File: config.mk
export PLATFORM = sky130hd
export DESIGN_NAME = wb_sram_line_en_master_bridge_flat
export DESIGN_NICKNAME = d
export VERILOG_FILES = /design/src/rtl/wb_sram_line_en_master_bridge_if.sv /design/src/rtl/wb_sram_line_en_master_bridge.sv /design/src/flat_wrapper.sv
export SDC_FILE = /design/constraint.sdc
export NUM_CORES = 1
export LEC_CHECK = 0
export CORE_ASPECT_RATIO = 1.4
export CORE_MARGIN = 4
export CORE_UTILIZATION = 43
export DETAILED_ROUTE_END_ITERATION = 16
export PLACE_DENSITY = 0.86
export REMOVE_ABC_BUFFERS = 1
export SLEW_MARGIN = 20
export SYNTH_ARGS = -nofsm -noshare
export SYNTH_HDL_FRONTEND = slang
export SYNTH_SLANG_ARGS = --single-unit
File: constraint.sdc
create_clock -name clk -period 1.8 [get_ports clk]
set_input_delay 0.18 -clock clk [delete_from_list [all_inputs] [get_ports clk]]
set_output_delay 0.18 -clock clk [all_outputs]
set_load 0.05 [all_outputs]
File: src/rtl/wb_sram_line_en_master_bridge_if.sv
// Wishbone classic bus bundle used by the SRAM line bridge.
// The master modport drives the request side; the slave modport answers it.
interface wb_if #(
  parameter int ADDRESS_WIDTH = 10,
  parameter int DATA_WIDTH    = 32
);
  logic [ADDRESS_WIDTH-1:0]  adr;
  logic [DATA_WIDTH-1:0]     dat_w;
  logic [DATA_WIDTH-1:0]     dat_r;
  logic                      cyc;
  logic                      stb;
  logic                      we;
  logic [DATA_WIDTH/8-1:0]   sel;
  logic                      ack;
  logic                      err;

  modport master (
    output adr, dat_w, cyc, stb, we, sel,
    input  dat_r, ack, err
  );

  modport slave (
    input  adr, dat_w, cyc, stb, we, sel,
    output dat_r, ack, err
  );
endinterface

File: src/rtl/wb_sram_line_en_master_bridge.sv
// SRAM-style strobe interface to a single-beat Wishbone master.
// One request at a time: IDLE captures a strobe, ACTIVE holds the bus
// until ACK/ERR, DONE pulses done for one cycle.
// Optional watchdog: define WB_SRAM_MASTER_TIMEOUT_EN to abort a bus cycle
// that sees no ACK/ERR within TIMEOUT_CYCLES cycles (reported as err).
module wb_sram_line_en_master_bridge #(
  parameter int ADDRESS_WIDTH  = 10,
  parameter int DATA_WIDTH     = 32,
  parameter int TIMEOUT_CYCLES = 16
) (
  input  logic                                              clk,
  input  logic                                              rstn,
  input  logic [ADDRESS_WIDTH-$clog2(DATA_WIDTH/8)-1:0]     sram_addr,
  input  logic                                              sram_read_en,
  input  logic                                              sram_write_en,
  input  logic [DATA_WIDTH-1:0]                             sram_write_data,
  output logic [DATA_WIDTH-1:0]                             sram_read_data,
  output logic                                              busy,
  output logic                                              done,
  output logic                                              err,
  wb_if.master                                              wb_m
);

  localparam int OFFS = $clog2(DATA_WIDTH/8);
  localparam int WAW  = ADDRESS_WIDTH - OFFS;

  typedef enum logic [1:0] {
    IDLE   = 2'd0,
    ACTIVE = 2'd1,
    DONE   = 2'd2
  } state_t;

  state_t                state_q, state_d;
  logic [WAW-1:0]        addr_q, addr_d;
  logic [DATA_WIDTH-1:0] data_q, data_d;
  logic                  we_q, we_d;
  logic                  cyc_q, cyc_d;
  logic [DATA_WIDTH-1:0] rdata_q, rdata_d;
  logic                  err_q, err_d;
`ifdef WB_SRAM_MASTER_TIMEOUT_EN
  logic [7:0]            cnt_q, cnt_d;
`endif

  // Next-state logic: capture in IDLE, wait for slave response in ACTIVE,
  // single-cycle completion in DONE. ERR outranks ACK.
  always_comb begin
    state_d = state_q;
    addr_d  = addr_q;
    data_d  = data_q;
    we_d    = we_q;
    cyc_d   = cyc_q;
    rdata_d = rdata_q;
    err_d   = err_q;
`ifdef WB_SRAM_MASTER_TIMEOUT_EN
    cnt_d   = 8'd0;
`endif
    unique case (state_q)
      IDLE: begin
        if (sram_read_en || sram_write_en) begin
          addr_d  = sram_addr;
          data_d  = sram_write_data;
          we_d    = sram_write_en;
          cyc_d   = 1'b1;
          state_d = ACTIVE;
        end
      end
      ACTIVE: begin
`ifdef WB_SRAM_MASTER_TIMEOUT_EN
        cnt_d = cnt_q + 8'd1;
`endif
        if (wb_m.err) begin
          err_d   = 1'b1;
          cyc_d   = 1'b0;
          state_d = DONE;
        end else if (wb_m.ack) begin
          err_d   = 1'b0;
          cyc_d   = 1'b0;
          state_d = DONE;
          if (!we_q) begin
            rdata_d = wb_m.dat_r;
          end
        end
`ifdef WB_SRAM_MASTER_TIMEOUT_EN
        else if (cnt_q == 8'(TIMEOUT_CYCLES - 1)) begin
          err_d   = 1'b1;
          cyc_d   = 1'b0;
          state_d = DONE;
        end
`endif
      end
      DONE: begin
        state_d = IDLE;
      end
      default: begin
        state_d = IDLE;
        cyc_d   = 1'b0;
      end
    endcase
  end

  // State and datapath registers with synchronous active-low reset.
  always_ff @(posedge clk) begin
    if (!rstn) begin
      state_q <= IDLE;
      addr_q  <= '0;
      data_q  <= '0;
      we_q    <= 1'b0;
      cyc_q   <= 1'b0;
      rdata_q <= '0;
      err_q   <= 1'b0;
`ifdef WB_SRAM_MASTER_TIMEOUT_EN
      cnt_q   <= 8'd0;
`endif
    end else begin
      state_q <= state_d;
      addr_q  <= addr_d;
      data_q  <= data_d;
      we_q    <= we_d;
      cyc_q   <= cyc_d;
      rdata_q <= rdata_d;
      err_q   <= err_d;
`ifdef WB_SRAM_MASTER_TIMEOUT_EN
      cnt_q   <= cnt_d;
`endif
    end
  end

  // Bus and status outputs come straight from registers.
  always_comb begin
    wb_m.cyc       = cyc_q;
    wb_m.stb       = cyc_q;
    wb_m.we        = we_q;
    wb_m.adr       = {addr_q, {OFFS{1'b0}}};
    wb_m.dat_w     = data_q;
    wb_m.sel       = '1;
    sram_read_data = rdata_q;
    busy           = (state_q != IDLE);
    done           = (state_q == DONE);
    err            = err_q;
  end

endmodule

File: src/flat_wrapper.sv
// flat-port wrapper written by rule: the top's interface ports become plain ports
module wb_sram_line_en_master_bridge_flat 
#(
  parameter int ADDRESS_WIDTH  = 10,
  parameter int DATA_WIDTH     = 32,
  parameter int TIMEOUT_CYCLES = 16
)
  (clk, rstn, sram_addr, sram_read_en, sram_write_en, sram_write_data, sram_read_data, busy, done, err, wb_m_adr, wb_m_dat_w, wb_m_cyc, wb_m_stb, wb_m_we, wb_m_sel, wb_m_dat_r, wb_m_ack, wb_m_err);
  wb_if #(.ADDRESS_WIDTH(ADDRESS_WIDTH), .DATA_WIDTH(DATA_WIDTH)) wb_m_i ();
  input  logic clk;
  input  logic rstn;
  input  logic [ADDRESS_WIDTH-$clog2(DATA_WIDTH/8)-1:0] sram_addr;
  input  logic sram_read_en;
  input  logic sram_write_en;
  input  logic [DATA_WIDTH-1:0] sram_write_data;
  output logic [DATA_WIDTH-1:0] sram_read_data;
  output logic busy;
  output logic done;
  output logic err;
  output wire logic [$bits(wb_m_i.adr)-1:0] wb_m_adr;
  output wire logic [$bits(wb_m_i.dat_w)-1:0] wb_m_dat_w;
  output wire logic [$bits(wb_m_i.cyc)-1:0] wb_m_cyc;
  output wire logic [$bits(wb_m_i.stb)-1:0] wb_m_stb;
  output wire logic [$bits(wb_m_i.we)-1:0] wb_m_we;
  output wire logic [$bits(wb_m_i.sel)-1:0] wb_m_sel;
  input wire logic [$bits(wb_m_i.dat_r)-1:0] wb_m_dat_r;
  input wire logic [$bits(wb_m_i.ack)-1:0] wb_m_ack;
  input wire logic [$bits(wb_m_i.err)-1:0] wb_m_err;
  assign wb_m_adr = wb_m_i.adr;
  assign wb_m_dat_w = wb_m_i.dat_w;
  assign wb_m_cyc = wb_m_i.cyc;
  assign wb_m_stb = wb_m_i.stb;
  assign wb_m_we = wb_m_i.we;
  assign wb_m_sel = wb_m_i.sel;
  assign wb_m_i.dat_r = wb_m_dat_r;
  assign wb_m_i.ack = wb_m_ack;
  assign wb_m_i.err = wb_m_err;
  wb_sram_line_en_master_bridge #(.ADDRESS_WIDTH(ADDRESS_WIDTH), .DATA_WIDTH(DATA_WIDTH), .TIMEOUT_CYCLES(TIMEOUT_CYCLES)) u_core (.clk(clk), .rstn(rstn), .sram_addr(sram_addr), .sram_read_en(sram_read_en), .sram_write_en(sram_write_en), .sram_write_data(sram_write_data), .sram_read_data(sram_read_data), .busy(busy), .done(done), .err(err), .wb_m(wb_m_i));
endmodule
==> metrics.md <==
| Metric | Value |
|---|---|
| Status | `complete, no violations` |
| Wire per inst | `14.4 um` |
| RD Place Congestion | `0.743` |
| Total Wirelength | `8.60 mm` |
| # setup viols final | `0` |
| Die area | `8780 um2` |
| H-tree levels | `3` |
| Unrepaired setup endpoints after global routing | `no` |
| Clock tree root driver cell | `clkbuf_8` |
| Filler cells | `570` |
| Area growth from synthesis to layout | `57.5%` |
| HP Class | `in -> reg` |
| Nets | `574` |
| Maximum vdd ir drop | `495 uV` |
| Multi-input combinational cell area | `1420 um2` |
| Final Cycle Share | `94.8%` |
| CP delay by family, top | `buffers and inverters` |
| Initial DRC Count | `146` |
| Final core occ | `70.6%` |
| GRT met2 Usage | `36.1%` |
| CTS Hold Buffers Added | `0` |
| Total GRT Usage | `19.9%` |
| TritonCTS clock tree | `yes` |
| Buffers & Inverters on Critical Path | `1` |
| R2R Setup Slk | `400 ps` |
| Share of cells above drive strength 1 | `6.19%` |
| FP Rows | `36` |
| Vias | `3004` |
| CP Depth | `1` |
| # IOs | `162` |
| Worst R2R Start | `u_core.state_q[0]$_SDFFE_PN0P_` |
| Pwr/cell area | `891 nW/um2` |
| Distinct cells, synth | `22` |
| Busiest layer in global routing | `met2` |
| Slowest cell on the critical path | `clkdlybuf4s50_1` |
| Post-synthesis compound-gate area fraction | `17.2%` |
| Number of synthesized flops with an enable pin | `0` |
| DR vias/cell | `5.04` |
| Met1 usage | `21.0%` |
| FF-to-FF path depth | `4` |
| Crit. Startpoint | `u_core.addr_q[6]$_SDFFE_PN0P_` |
| Final hold vios | `0` |
| Critical Path RT | `1620 ps` |
| Ys async rst share | `0%` |
| Most used flip-flop cell after synthesis | `dfxtp_1` |
| CP max FO | `2` |
| Mapped cell area | `3150 um2` |
| Hpwl dp | `6.25 mm` |
| CP Cell Sequence | `clkdlybuf4s50_1` |
| CP max stage delay | `840 ps` |
| Via count of the first global-routing pass | `3061` |
| Core box area | `7030 um2` |
| Slew @ Worst Pin | `555 ps` |
| Total gr overflow | `0` |
| Worst setup path end | `wb_m_adr[8]` |
| Clock skew after layout | `5.46 ps` |
| Clock transition at path regs | `70 ps` |
| Simple-gate portion of the synthesized area | `16.6%` |
| CP Launch Type | `register` |
| CP endpoint kind | `output port` |
| Post-Synth Adder-Cell Area | `0%` |
| R2r endpoint | `u_core.sram_read_data[22]$_SDFFE_PN0P_` |
| Antenna viol nets, final | `0` |
| Sequential-to-total area share from yosys stat | `48.9%` |
| Setup tns final | `0 ps` |
| Post-synthesis sequential element count | `77` |
| IO buf count | `155` |
| Largest net degree at the start of global routing | `110` |
| Max Cap Viol | `0` |
| Worst-Skew Late Latency | `330 ps` |
| Die width | `80.3 um` |
| Lkg Pwr | `1.85 nW` |
| CTS Buf Count | `9` |
| WS Path Type | `reg -> out` |
| Synth Warn # | `0` |
| Initial antenna violation count | `0` |
| Xor-xnor portion of the synthesized cell area | `0%` |
| ANT cells | `0` |
| Final Max Tran Viols | `0` |
| DRT Pass-1 Iters | `4` |
| Fmax | `586 MHz` |
| CTS Buffer Depth | `2` |
| Total area of sequential cells | `1540 um2` |
| Die Ht | `109 um` |
| Final routed DRC violation total | `0` |
| Starting Density | `44.8%` |
| M3 GR Usage | `5.70%` |
| Sink Count | `77` |
| Post-synthesis mux area share | `10.2%` |
| Slew HR | `62.9%` |
| Global-route wire length before repair | `13.7 mm` |
| Syn_area_per_cell | `8.85 um2` |
| Combinational family with the most area after synthesis | `compound AO/OA/AOI/OAI gates` |
| Fin crit period | `1710 ps` |
| Post-Syn Instances | `356` |
| WP data arrival | `1530 ps` |
cell type report:
class | count | area share [%]
Clock buffer | 12 | 3.13
Clock inverter | 4 | 1.41
Inverter | 2 | 0.151
Multi-Input combinational cell | 242 | 28.6
Sequential cell | 77 | 31.1
Tap cell | 95 | 2.40
Timing Repair Buffer | 164 | 33.2
state kept, by name, summed over array words and instances (netlist names):
signal and count:
u_core.sram_read_data 32, u_core.wb_m.dat_w 32, u_core.addr_q 8, u_core.state_q 2
u_core.err 1, u_core.wb_m.cyc 1, u_core.wb_m.we 1
report_power, final:
group          total [mW]  switching (mW)  internal, mW
Sequential           1.86          0.0553          1.81
Clock                1.44           0.584         0.853
Combinational        1.13           0.682         0.444
stage by stage:
| stage | cell area (um2) | hold slack [ps] | cells | total power, mW | setup slack (ps) |
|---|---|---|---|---|---|
| detailed placement | 4730 | 455 | 580 | 3.03 | 169 |
| finish | 4960 | 390 | 596 | 4.42 | 93.9 |
| global placement | 4730 | 442 | 580 | 3.01 | 255 |
| global route | 4960 | 386 | 596 | 4.62 | 47.5 |
| CTS | 4960 | 371 | 596 | 4.48 | 6.41 |
| floorplan | 2960 | 308 | 321 | 2.52 | -1130 |
kinds of logic (layout without fill, tap and decap cells):
logic type / Yosys count / in the layout
flip-flops: 77 / 77
other: 2 / 6
buffers and inverters: 41 / 182
AO/OA/AOI/OAI: 86 / 86
multiplexers: 32 / 32
AND/OR/NAND/NOR: 118 / 118
worst min-delay path by stage:
stage                                                       from                                endpoint  slack (ps)  cells past startpoint
after floorplan                                             rstn                 u_core.err$_SDFFE_PN0P_         310                      1
after global placement    u_core.sram_read_data[15]$_SDFFE_PN0P_  u_core.sram_read_data[15]$_SDFFE_PN0P_         440                      2
after detailed placement  u_core.sram_read_data[25]$_SDFFE_PN0P_  u_core.sram_read_data[25]$_SDFFE_PN0P_         460                      2
after CTS                                         wb_m_dat_r[21]  u_core.sram_read_data[21]$_SDFFE_PN0P_         370                      3
after global routing                              wb_m_dat_r[21]  u_core.sram_read_data[21]$_SDFFE_PN0P_         390                      3
final                                                       rstn   u_core.sram_read_data[2]$_SDFFE_PN0P_         390                      4
repair_timing:
item,in CTS,in global routing
buffers inserted,0,0
gates resized for setup,0,1
setup endpoints to repair,0,1
layout by cell type (no fill, tap or decap), drive strengths merged, types with 6 or more instances in the layout:
cell type        n
dfxtp           77
o21ai           41
conb             6
nand2           68
nand3           40
buf             12
clkbuf          12
mux2i           32
clkdlybuf4s50  151
a21boi          43
per-layer routing:
metal	vias up	wire length, um	share of wire [%]
li1	1476	-	-
met3	12	706	8.2
met1	1405	3130	36
met5	-	0	0
met4	0	142	1.7
met2	111	4610	54
Yosys cell counts (all sizes together), types with 2 or more instances:
library cell | number | share of area [%]
inv | 2 | 0.24
mux2i | 32 | 10
buf | 19 | 4.2
clkbuf | 20 | 2.4
nand3 | 40 | 6.4
nor2 | 3 | 0.36
nor2b | 3 | 0.60
o21ai | 41 | 6.5
conb | 2 | 0.24
a21boi | 43 | 10
nand2 | 68 | 8.1
dfxtp | 77 | 49
Power figures use the tool's default switching activity.
